[src/rtl/keypad_pkg.sv]
// Shared types, constants and the frame-image reduction for the 3x3 keypad scanner.
package keypad_pkg;

    localparam int NUM_ROWS = 3;
    localparam int NUM_COLS = 3;
    localparam int NUM_KEYS = NUM_ROWS * NUM_COLS;
    localparam int KEY_W    = 4;

    localparam logic [KEY_W-1:0] KEY_NONE  = 4'd0;
    localparam logic [KEY_W-1:0] KEY_MULTI = 4'd15;

    typedef enum logic {
        ST_IDLE = 1'b0,
        ST_HELD = 1'b1
    } key_state_t;

    // Bit r*NUM_COLS+c of the image is key r*NUM_COLS+c+1; any two bits collapse to MULTI.
    function automatic logic [KEY_W-1:0] image_to_code(input logic [NUM_KEYS-1:0] img);
        logic [KEY_W-1:0] code;
        int               hits;
        code = KEY_NONE;
        hits = 0;
        for (int i = 0; i < NUM_KEYS; i++) begin
            if (img[i]) begin
                hits = hits + 1;
                code = KEY_W'(i + 1);
            end
        end
        if (hits > 1) code = KEY_MULTI;
        return code;
    endfunction

endpackage

[src/rtl/keypad_debounce.sv]
// Frame-rate debouncer: a frame code must repeat DEBOUNCE_FRAMES times in a row to be accepted.
module keypad_debounce
    import keypad_pkg::*;
#(
    parameter int DEBOUNCE_FRAMES = 8
) (
    input  logic             hwclk,
    input  logic             reset,
    input  logic             frame_done,
    input  logic [KEY_W-1:0] frame_code,
    output logic [KEY_W-1:0] accepted_code,
    output logic             accept
);

    localparam int               CW      = $clog2(DEBOUNCE_FRAMES + 1);
    localparam logic [CW-1:0]    CNT_MAX = CW'(DEBOUNCE_FRAMES);

    logic [KEY_W-1:0] candidate;
    logic [CW-1:0]    count;
    logic [CW-1:0]    count_n;

    always_comb begin
        count_n = CW'(1);
        if (frame_code == candidate) begin
            count_n = (count == CNT_MAX) ? count : count + CW'(1);
        end
    end

    // Accept stays asserted on every stable frame once saturated; the FSM treats repeats idempotently.
    assign accept        = frame_done && (count_n == CNT_MAX) && (frame_code != KEY_MULTI);
    assign accepted_code = frame_code;

    always_ff @(posedge hwclk) begin
        if (reset) begin
            candidate <= KEY_NONE;
            count     <= '0;
        end else if (frame_done) begin
            candidate <= frame_code;
            count     <= count_n;
        end
    end

endmodule

[src/rtl/keypad_scanner.sv]
// 3x3 row-scanned keypad with debounce and press strobe; define KEYPAD_REPEAT_EN for auto-repeat.
module keypad_scanner
    import keypad_pkg::*;
#(
    parameter int SCAN_DIV        = 12000,
    parameter int DEBOUNCE_FRAMES = 8,
    parameter int REPEAT_FRAMES   = 150
) (
    input  logic             hwclk,
    input  logic             reset,
    output logic             keypad_r1,
    output logic             keypad_r2,
    output logic             keypad_r3,
    input  logic             keypad_c1,
    input  logic             keypad_c2,
    input  logic             keypad_c3,
    output logic [KEY_W-1:0] button,
    output logic             bstate,
    output logic             held,
    output key_state_t       fsm_state
);

    localparam int            DW       = (SCAN_DIV > 1) ? $clog2(SCAN_DIV) : 1;
    localparam logic [DW-1:0] DIV_LAST = DW'(SCAN_DIV - 1);

    // The two-flop synchronizer lags by two cycles, so a dwell shorter than 3 samples the previous row.
    if (SCAN_DIV < 3 || DEBOUNCE_FRAMES < 1 || REPEAT_FRAMES < 1) begin : g_param_range_invalid
    end

    logic [NUM_COLS-1:0] col_meta;
    logic [NUM_COLS-1:0] col_sync;
    logic [DW-1:0]       div_cnt;
    logic [1:0]          row_idx;
    logic [NUM_KEYS-1:0] image;
    logic [NUM_KEYS-1:0] frame_img;
    logic                dwell_end;
    logic                frame_done;
    logic [KEY_W-1:0]    frame_code;
    logic [KEY_W-1:0]    accepted_code;
    logic                accept;
    key_state_t          state;
    key_state_t          state_n;
    logic [KEY_W-1:0]    button_n;
    logic                bstate_n;

    always_ff @(posedge hwclk) begin
        if (reset) begin
            col_meta <= '1;
            col_sync <= '1;
        end else begin
            col_meta <= {keypad_c3, keypad_c2, keypad_c1};
            col_sync <= col_meta;
        end
    end

    assign dwell_end  = (div_cnt == DIV_LAST);
    assign frame_done = dwell_end && (row_idx == 2'(NUM_ROWS - 1));

    // Image with the active row's pressed bits merged in, so frame end sees row 3 immediately.
    always_comb begin
        frame_img = image;
        for (int r = 0; r < NUM_ROWS; r++) begin
            if (row_idx == 2'(r)) frame_img[r*NUM_COLS +: NUM_COLS] = ~col_sync;
        end
    end

    assign frame_code = image_to_code(frame_img);

    always_ff @(posedge hwclk) begin
        if (reset) begin
            div_cnt <= '0;
            row_idx <= 2'd0;
            image   <= '0;
        end else if (dwell_end) begin
            div_cnt <= '0;
            row_idx <= frame_done ? 2'd0 : row_idx + 2'd1;
            image   <= frame_img;
        end else begin
            div_cnt <= div_cnt + DW'(1);
        end
    end

    assign keypad_r1 = (row_idx != 2'd0);
    assign keypad_r2 = (row_idx != 2'd1);
    assign keypad_r3 = (row_idx != 2'd2);

    keypad_debounce #(
        .DEBOUNCE_FRAMES(DEBOUNCE_FRAMES)
    ) u_debounce (
        .hwclk        (hwclk),
        .reset        (reset),
        .frame_done   (frame_done),
        .frame_code   (frame_code),
        .accepted_code(accepted_code),
        .accept       (accept)
    );

`ifdef KEYPAD_REPEAT_EN
    localparam int            RW       = (REPEAT_FRAMES > 1) ? $clog2(REPEAT_FRAMES) : 1;
    localparam logic [RW-1:0] REP_LAST = RW'(REPEAT_FRAMES - 1);
    logic [RW-1:0] rep_cnt;
    logic [RW-1:0] rep_cnt_n;
`endif

    always_comb begin
        state_n  = state;
        button_n = button;
        bstate_n = 1'b0;
`ifdef KEYPAD_REPEAT_EN
        rep_cnt_n = rep_cnt;
`endif
        case (state)
            ST_IDLE: begin
                if (accept && accepted_code != KEY_NONE) begin
                    state_n  = ST_HELD;
                    button_n = accepted_code;
                    bstate_n = 1'b1;
                end
            end
            ST_HELD: begin
                // A different key accepted while held is ignored until a release returns to IDLE.
                if (accept && accepted_code == KEY_NONE) begin
                    state_n = ST_IDLE;
`ifdef KEYPAD_REPEAT_EN
                    rep_cnt_n = '0;
`endif
                end
`ifdef KEYPAD_REPEAT_EN
                else if (frame_done) begin
                    if (frame_code != button) begin
                        rep_cnt_n = '0;
                    end else if (rep_cnt == REP_LAST) begin
                        rep_cnt_n = '0;
                        bstate_n  = 1'b1;
                    end else begin
                        rep_cnt_n = rep_cnt + RW'(1);
                    end
                end
`endif
            end
            default: state_n = ST_IDLE;
        endcase
    end

    always_ff @(posedge hwclk) begin
        if (reset) begin
            state  <= ST_IDLE;
            button <= KEY_NONE;
            bstate <= 1'b0;
            held   <= 1'b0;
`ifdef KEYPAD_REPEAT_EN
            rep_cnt <= '0;
`endif
        end else begin
            state  <= state_n;
            button <= button_n;
            bstate <= bstate_n;
            held   <= (state_n == ST_HELD);
`ifdef KEYPAD_REPEAT_EN
            rep_cnt <= rep_cnt_n;
`endif
        end
    end

    assign fsm_state = state;

endmodule
[config.mk]
export PLATFORM = sky130hd
export DESIGN_NAME = keypad_scanner
export DESIGN_NICKNAME = d
export VERILOG_FILES = /design/src/rtl/keypad_pkg.sv /design/src/rtl/keypad_debounce.sv /design/src/rtl/keypad_scanner.sv
export SDC_FILE = /design/constraint.sdc
export NUM_CORES = 1
export LEC_CHECK = 0
export BUFFER_PORTS_ARGS = -buffer_cell sky130_fd_sc_hd__buf_4
export CORE_ASPECT_RATIO = 1.25
export CORE_MARGIN = 1
export CORE_UTILIZATION = 55
export CTS_CLUSTER_DIAMETER = 100
export DETAILED_ROUTE_END_ITERATION = 7
export GPL_ROUTABILITY_DRIVEN = 0
export PLACE_DENSITY = 0.79
export RECOVER_POWER = 25
export SETUP_SLACK_MARGIN = 0.02
export SLEW_MARGIN = 20
export SYNTH_ARGS = -nofsm -noshare
export SYNTH_HDL_FRONTEND = slang
export SYNTH_SLANG_ARGS = --single-unit
export TNS_END_PERCENT = 5
[constraint.sdc]
create_clock -name hwclk -period 16.15 [get_ports hwclk]
set_clock_uncertainty 0.1 [all_clocks]
set_input_delay 2.4225 -clock hwclk [delete_from_list [all_inputs] [get_ports hwclk]]
set_output_delay 2.4225 -clock hwclk [all_outputs]
set_load 0.005 [all_outputs]
==> impl_metrics.env, run 1 <==
export IMPL_ios=15
export IMPL_powerDensity_nw_per_um2=64.1
export IMPL_synthFlopType="dfxtp_1"
export IMPL_cp_start_kind="flip-flop"
export IMPL_diodes=0
export IMPL_ir_drop_mv=0.0766
export IMPL_worst_pin_slew_ps=1450
export IMPL_hp_class="flip-flop to flip-flop"
export IMPL_dp_hpwl_mm=4.58
export IMPL_ant_nets=0
export IMPL_yosysTopAreaCell="dfxtp_1"
export IMPL_slew_headroom_pct=3.16
export IMPL_drc=0
export IMPL_fillers=469
export IMPL_cts_hold_buffers=0
export IMPL_path_clk_slew_ps=90
export IMPL_fin_nets=403
export IMPL_ys_ff_latch=45
export IMPL_drive_above_1_share_pct=11.1
export IMPL_die_height_um=83.7
export IMPL_yosys_cell_count_top_type="nor2_1"
export IMPL_critPathTopFamily="adder cells"
export IMPL_synth_warnings=0
export IMPL_cp_num_buf_inv=2
export IMPL_dp_cells=442
export IMPL_wl_mm=6.07
export IMPL_rsz0062_at_grt="false"
export IMPL_synthTopCellsByCount="nor2_1 (71), dfxtp_1 (45), nand2_1 (40)"
export IMPL_critical_path_max_stage_delay_ps=580
export IMPL_power_share_clock_pct=34.6
export IMPL_p_seq_share_pct=56.4
export IMPL_grt_busiest_layer="met2"
export IMPL_overflow=0
export IMPL_fin_tns_setup_ps=0
export IMPL_vias=2611
export IMPL_p_comb_share_pct=9.1
export IMPL_routedWlPerCell_um=13.5
export IMPL_cts_inserted_buffers=5
export IMPL_drtIter0Drc=139
export IMPL_htreeDepth=2
export IMPL_grt_pass1_wl_mm=10.4
export IMPL_critPathArrivalTime_ps=6420
export IMPL_yosysSeqAreaShare_pct=30.7
export IMPL_yosys_cell_types_count=65
export IMPL_post_route_period_util_pct=39.5
export IMPL_switching_share_pct=25.0
export IMPL_use_met3_pct=4.51
export IMPL_met2_usage_pct=41.0
export IMPL_grt_total_usage_pct=23.6
export IMPL_clk_path_buf_depth=2
export IMPL_grt_pass1_vias=2496
export IMPL_cts_root_buffer="clkbuf_8"
export IMPL_synthesis_nets=398
export IMPL_critPathMaxFanout=14
export IMPL_cts_sinks=45
export IMPL_power_switching_uw=50.3
export IMPL_ys_top_cells_by_area="dfxtp_1 (31%), nor2_1 (9.1%), nand2_1 (5.1%)"
export IMPL_setup_violations=0
export IMPL_grt_max_degree=36
export IMPL_status="complete, no violations"
export IMPL_p_int_uw=151
export IMPL_critPathKind="flip-flop to flip-flop"
export IMPL_hold_viol=0
export IMPL_syn_avg_cell_area_um2=7.68
export IMPL_portBuffers=14
export IMPL_period_needed_ps=6390
export IMPL_cpMostUsedCell="ha_1"
export IMPL_antenna_found_initial=0
export IMPL_p_leak_uw=0.00125
export IMPL_synth_cells=382
export IMPL_cts_tree="done"
export IMPL_avgViaCountPerCell=5.80
export IMPL_max_freq_mhz=157
export IMPL_netlist_area_leader_share_pct=30.7
export IMPL_start_util_pct=57.4
export IMPL_fin_cells=450
export IMPL_cp_required_ps=16180
export IMPL_endpoint_kind="flip-flop"
export IMPL_dieArea_um2=5630
export IMPL_grt_util_met1_pct=27.9
export IMPL_synth_edf_count=0
export IMPL_ys_async_sr_fraction_pct=0
export IMPL_cts_resized_gates=0
export IMPL_area_growth_synth_to_final_pct=6.78
export IMPL_netlist_area_um2=2940
export IMPL_cp_slowest_cell="dfxtp_1"
export IMPL_worstSkewPairLatency_ps=300
export IMPL_regToRegSetupSlack_ps=9760
export IMPL_report_final_slew_viol_count=0
export IMPL_fp_coreArea_um2=5120
export IMPL_postCtsSetupRepairBufs=0
export IMPL_die_w_um=67.3
export IMPL_rows=29
export IMPL_dr_pass1_iters=5
export IMPL_maxCapViolations=0
## per-stage QoR
stage	hold WS, ps	utilization [%]	worst slack, ps	power [uW]	area [um^2]
floorplan	289	-	10390	131	2940
global placement	292	59.6	10150	134	3050
detailed placement	293	59.6	9900	134	3050
CTS	314	61.3	9890	203	3140
global route	331	61.3	9270	211	3130
finish	312	61.3	9760	201	3130
## kinds of logic (layout without fill, tap and decap cells)
family | count (synthesis) | after routing | synth area share (%)
simple gates | 181 | 181 | 29.5
compound gates | 81 | 81 | 18.9
fa+ha+maj | 11 | 11 | 4.69
flops | 45 | 45 | 30.7
buf+inv | 32 | 38 | 4.48
xor+xnor | 24 | 24 | 8.82
mux | 8 | 8 | 2.90
## flip-flops by register name (all words and copies together), names as in the netlist, named ones only
signal and flops:
col_sync 3, u_debounce.count 4, bstate 1, u_debounce.candidate 4, button 4, div_cnt 14, image 9, row_idx 2
col_meta 3
## power groups by stage
stage | Sequential [uW] | Clock, uW | Combinational [uW]
after CTS | 113 | 71.7 | 18.4
after global routing | 114 | 76.4 | 20.6
after global placement | 116 | 0 | 17.8
after floorplan | 116 | 0 | 15.0
final | 113 | 69.4 | 18.3
after detailed placement | 116 | 0 | 18.3
## metal layers
layer,part of all wire [%],vias up,wire [um]
li1,-,1340,-
met1,46,1228,2800
met2,50,32,3030
met3,2.4,11,144
met4,1.5,0,93
met5,0,-,0
## cell usage in the layout (no fill, tap or decap), types with 3 or more instances in the layout
cell | synthesis | routed
a211oi_1 | 5 | 5
a21oi_1 | 29 | 29
and3_1 | 3 | 3
buf_4 | 3 | 13
clkbuf_8 | 0 | 5
dfxtp_1 | 45 | 45
ha_1 | 11 | 11
inv_1 | 14 | 14
mux2i_1 | 6 | 6
nand2_1 | 40 | 40
nand2b_1 | 5 | 5
nand3_1 | 10 | 10
nand4_1 | 10 | 10
nor2_1 | 71 | 71
nor3_1 | 9 | 9
nor3b_1 | 4 | 4
nor4_1 | 3 | 3
o21a_1 | 3 | 3
o21ai_0 | 11 | 11
o21ai_1 | 4 | 4
or2_2 | 7 | 7
or3_1 | 3 | 3
xnor2_1 | 11 | 11
xor2_1 | 10 | 10
## final timing paths
path               startpoint             endpoint  depth (start not counted)
setup / recovery   row_idx[1]  u_debounce.count[0]                         28
hold / removal    col_meta[0]          col_sync[0]                          1
setup reg to reg   row_idx[1]  u_debounce.count[0]                         28
hold reg to reg   col_meta[0]          col_sync[0]                          1
## final cells by class
| cell class | count | area [um^2] | area share, % |
|---|---|---|---|
| Clock inverter | 3 | 22.5 | 0.719 |
| Tap cell | 62 | 77.6 | 2.48 |
| Inverter | 16 | 60.1 | 1.92 |
| Timing Repair Buffer | 14 | 101 | 3.23 |
| Sequential cell | 45 | 901 | 28.7 |
| Clock buffer | 5 | 68.8 | 2.20 |
| Multi-Input combinational cell | 305 | 1900 | 60.7 |
Note: power is estimated with default switching activity, not from simulation.
==> run 2: changes to the inputs <==
==> constraint.sdc (replaced) <==
create_clock -name hwclk -period 6 [get_ports hwclk]
set_clock_uncertainty 0.1 [all_clocks]
set_input_delay 0.9 -clock hwclk [delete_from_list [all_inputs] [get_ports hwclk]]
set_output_delay 0.9 -clock hwclk [all_outputs]
set_load 0.005 [all_outputs]
==> run 2 against run 1 <==
  * Combinational power grew to 3.0 times the previous value
  * Critical path depth stayed put
  * First-iteration DRC count is 5.8% lower
  * Cell count is 1.8% higher
  * Highest routed layer unchanged
  * Sequential share of layout area is 1.0 points lower
  * Largest cell class unchanged
==> impl_metrics.env, run 2 (synthesized netlist as in run 1, its figures left out) <==
export IMPL_area_growth_synth_to_final_pct=10.8
export IMPL_regToRegSetupSlack_ps=270
export IMPL_period_needed_ps=5730
export IMPL_post_route_period_util_pct=95.5
export IMPL_p_int_uw=410
export IMPL_path_clk_slew_ps=80
export IMPL_slew_headroom_pct=46.6
export IMPL_maxCapViolations=0
export IMPL_cpMostUsedCell="ha_1"
export IMPL_antenna_found_initial=0
export IMPL_power_switching_uw=138
export IMPL_cts_sinks=45
export IMPL_die_w_um=67.3
export IMPL_routedWlPerCell_um=14.2
export IMPL_largest_register="div_cnt"
export IMPL_dp_hpwl_mm=4.63
export IMPL_cp_required_ps=6130
export IMPL_ant_nets=0
export IMPL_max_freq_mhz=175
export IMPL_fin_area_um2=3250
export IMPL_cp_slowest_cell="a2111oi_4"
export IMPL_fin_tns_setup_ps=0
export IMPL_overflow=0
export IMPL_die_height_um=83.7
export IMPL_dpl_cell_area_um2=3090
export IMPL_endpoint_kind="flip-flop"
export IMPL_setup_violations=0
export IMPL_p_leak_uw=0.00130
export IMPL_worstSkewPairLatency_ps=300
export IMPL_powerDensity_nw_per_um2=168
export IMPL_drive_above_1_share_pct=16.2
export IMPL_critical_path_max_stage_delay_ps=490
export IMPL_largest_register_ffs=14
export IMPL_fp_coreArea_um2=5120
export IMPL_drtIter0Drc=131
export IMPL_hold_viol=0
export IMPL_power_share_clock_pct=34.2
export IMPL_drc=0
export IMPL_fin_nets=411
export IMPL_grt_total_usage_pct=23.8
export IMPL_ios=15
export IMPL_wl_mm=6.51
export IMPL_status="complete, no violations"
export IMPL_layout_common_cells="nor2_1 (71), dfxtp_1 (44), nand2_1 (39), a21oi_1 (26), buf_4 (16)"
export IMPL_dr_pass1_iters=4
export IMPL_htreeDepth=2
export IMPL_p_comb_share_pct=10.2
export IMPL_grt_pass1_wl_mm=10.5
export IMPL_cts_root_buffer="clkbuf_8"
export IMPL_dieArea_um2=5630
export IMPL_avgViaCountPerCell=5.95
export IMPL_fillers=448
export IMPL_grt_pass1_vias=2489
export IMPL_p_seq_share_pct=55.7
export IMPL_start_util_pct=57.4
export IMPL_cts_inserted_buffers=5
export IMPL_reg_largest_list="div_cnt: 14 flops, image: 9 flops"
export IMPL_timing_hold_ws_ps=311
export IMPL_switching_share_pct=25.2
export IMPL_ir_drop_mv=0.166
export IMPL_rows=29
export IMPL_cts_tree="done"
export IMPL_diodes=0
export IMPL_worst_pin_slew_ps=798
export IMPL_hp_class="flip-flop to flip-flop"
export IMPL_grt_max_degree=36
export IMPL_vias=2726
export IMPL_critPathMaxFanout=13
export IMPL_mostFrequentLayoutCell="nor2_1"
export IMPL_report_final_slew_viol_count=0
export IMPL_cp_start_kind="flip-flop"
export IMPL_clk_path_buf_depth=2
export IMPL_critPathKind="flip-flop to flip-flop"
export IMPL_portBuffers=14
export IMPL_critPathArrivalTime_ps=5860
## run 2: cell count changes in the layout (fill, tap and decap cells not counted), sizes merged
cell	previous run	this run
buf	13	17
clkinvlp	0	1
clkinv	3	1
clkbuf	6	10
inv	16	17
## run 2: worst paths after layout
kind,startpoint,depth (start not counted),end
max,row_idx[1],28,u_debounce.count[1]
min,col_meta[2],1,col_sync[2]
max reg2reg,row_idx[1],28,u_debounce.count[1]
min reg2reg,col_meta[2],1,col_sync[2]
## run 2: area by class of cell
class / instances / area, um^2 / area share [%]
multi-input cells: 305 / 1950 / 60.1
clock buffers: 5 / 68.8 / 2.12
well taps: 62 / 77.6 / 2.39
inverters: 16 / 60.1 / 1.85
clock inverters: 3 / 21.3 / 0.654
repair buffers: 22 / 169 / 5.19
flip-flops and latches: 45 / 902 / 27.7
## run 2: power groups by stage
stage	logic [uW]	registers [uW]	clock network, uW
2_1_floorplan	40.3	311	0
3_3_place_gp	49.8	312	0
3_5_place_dp	51.3	312	0
4_1_cts	51.5	305	193
5_1_grt	61.5	305	205
6_report	55.7	305	187
## run 2: worst max-delay path: cells and delay by family, from the launching register on
family / cells / cell delay, ps
AO/OA/AOI/OAI: 10 / 1800
adder cells (fa/ha/maj): 6 / 1770
AND/OR/NAND/NOR: 10 / 1300
flip-flops: 1 / 400
buffers and inverters: 2 / 270
## run 2: per-stage QoR
stage                     worst slack [ps]  power [uW]  cells  util [%]
after floorplan                        243         351    382         -
after global placement                 298         361    448      60.4
after detailed placement               128         363    448      60.4
after CTS                              103         549    456      62.2
after global routing                 -77.4         572    458      63.6
final                                  272         547    458      63.6
## run 2: what timing repair did
action | CTS | global route
hold buffers | 0 | 0
resized for setup | 0 | 14
setup endpoints to repair | 0 | 14
setup buffers | 0 | 2
## run 2: layer usage
layer / share of wire (%) / track usage, % / wire [um] / up-vias
met4: 2.7 / 12.0 / 173 / 0
met3: 3.9 / 3.55 / 252 / 18
met2: 50 / 40.5 / 3240 / 64
met5: 0 / 0 / 0 / -
li1: - / - / - / 1361
met1: 44 / 28.0 / 2840 / 1283
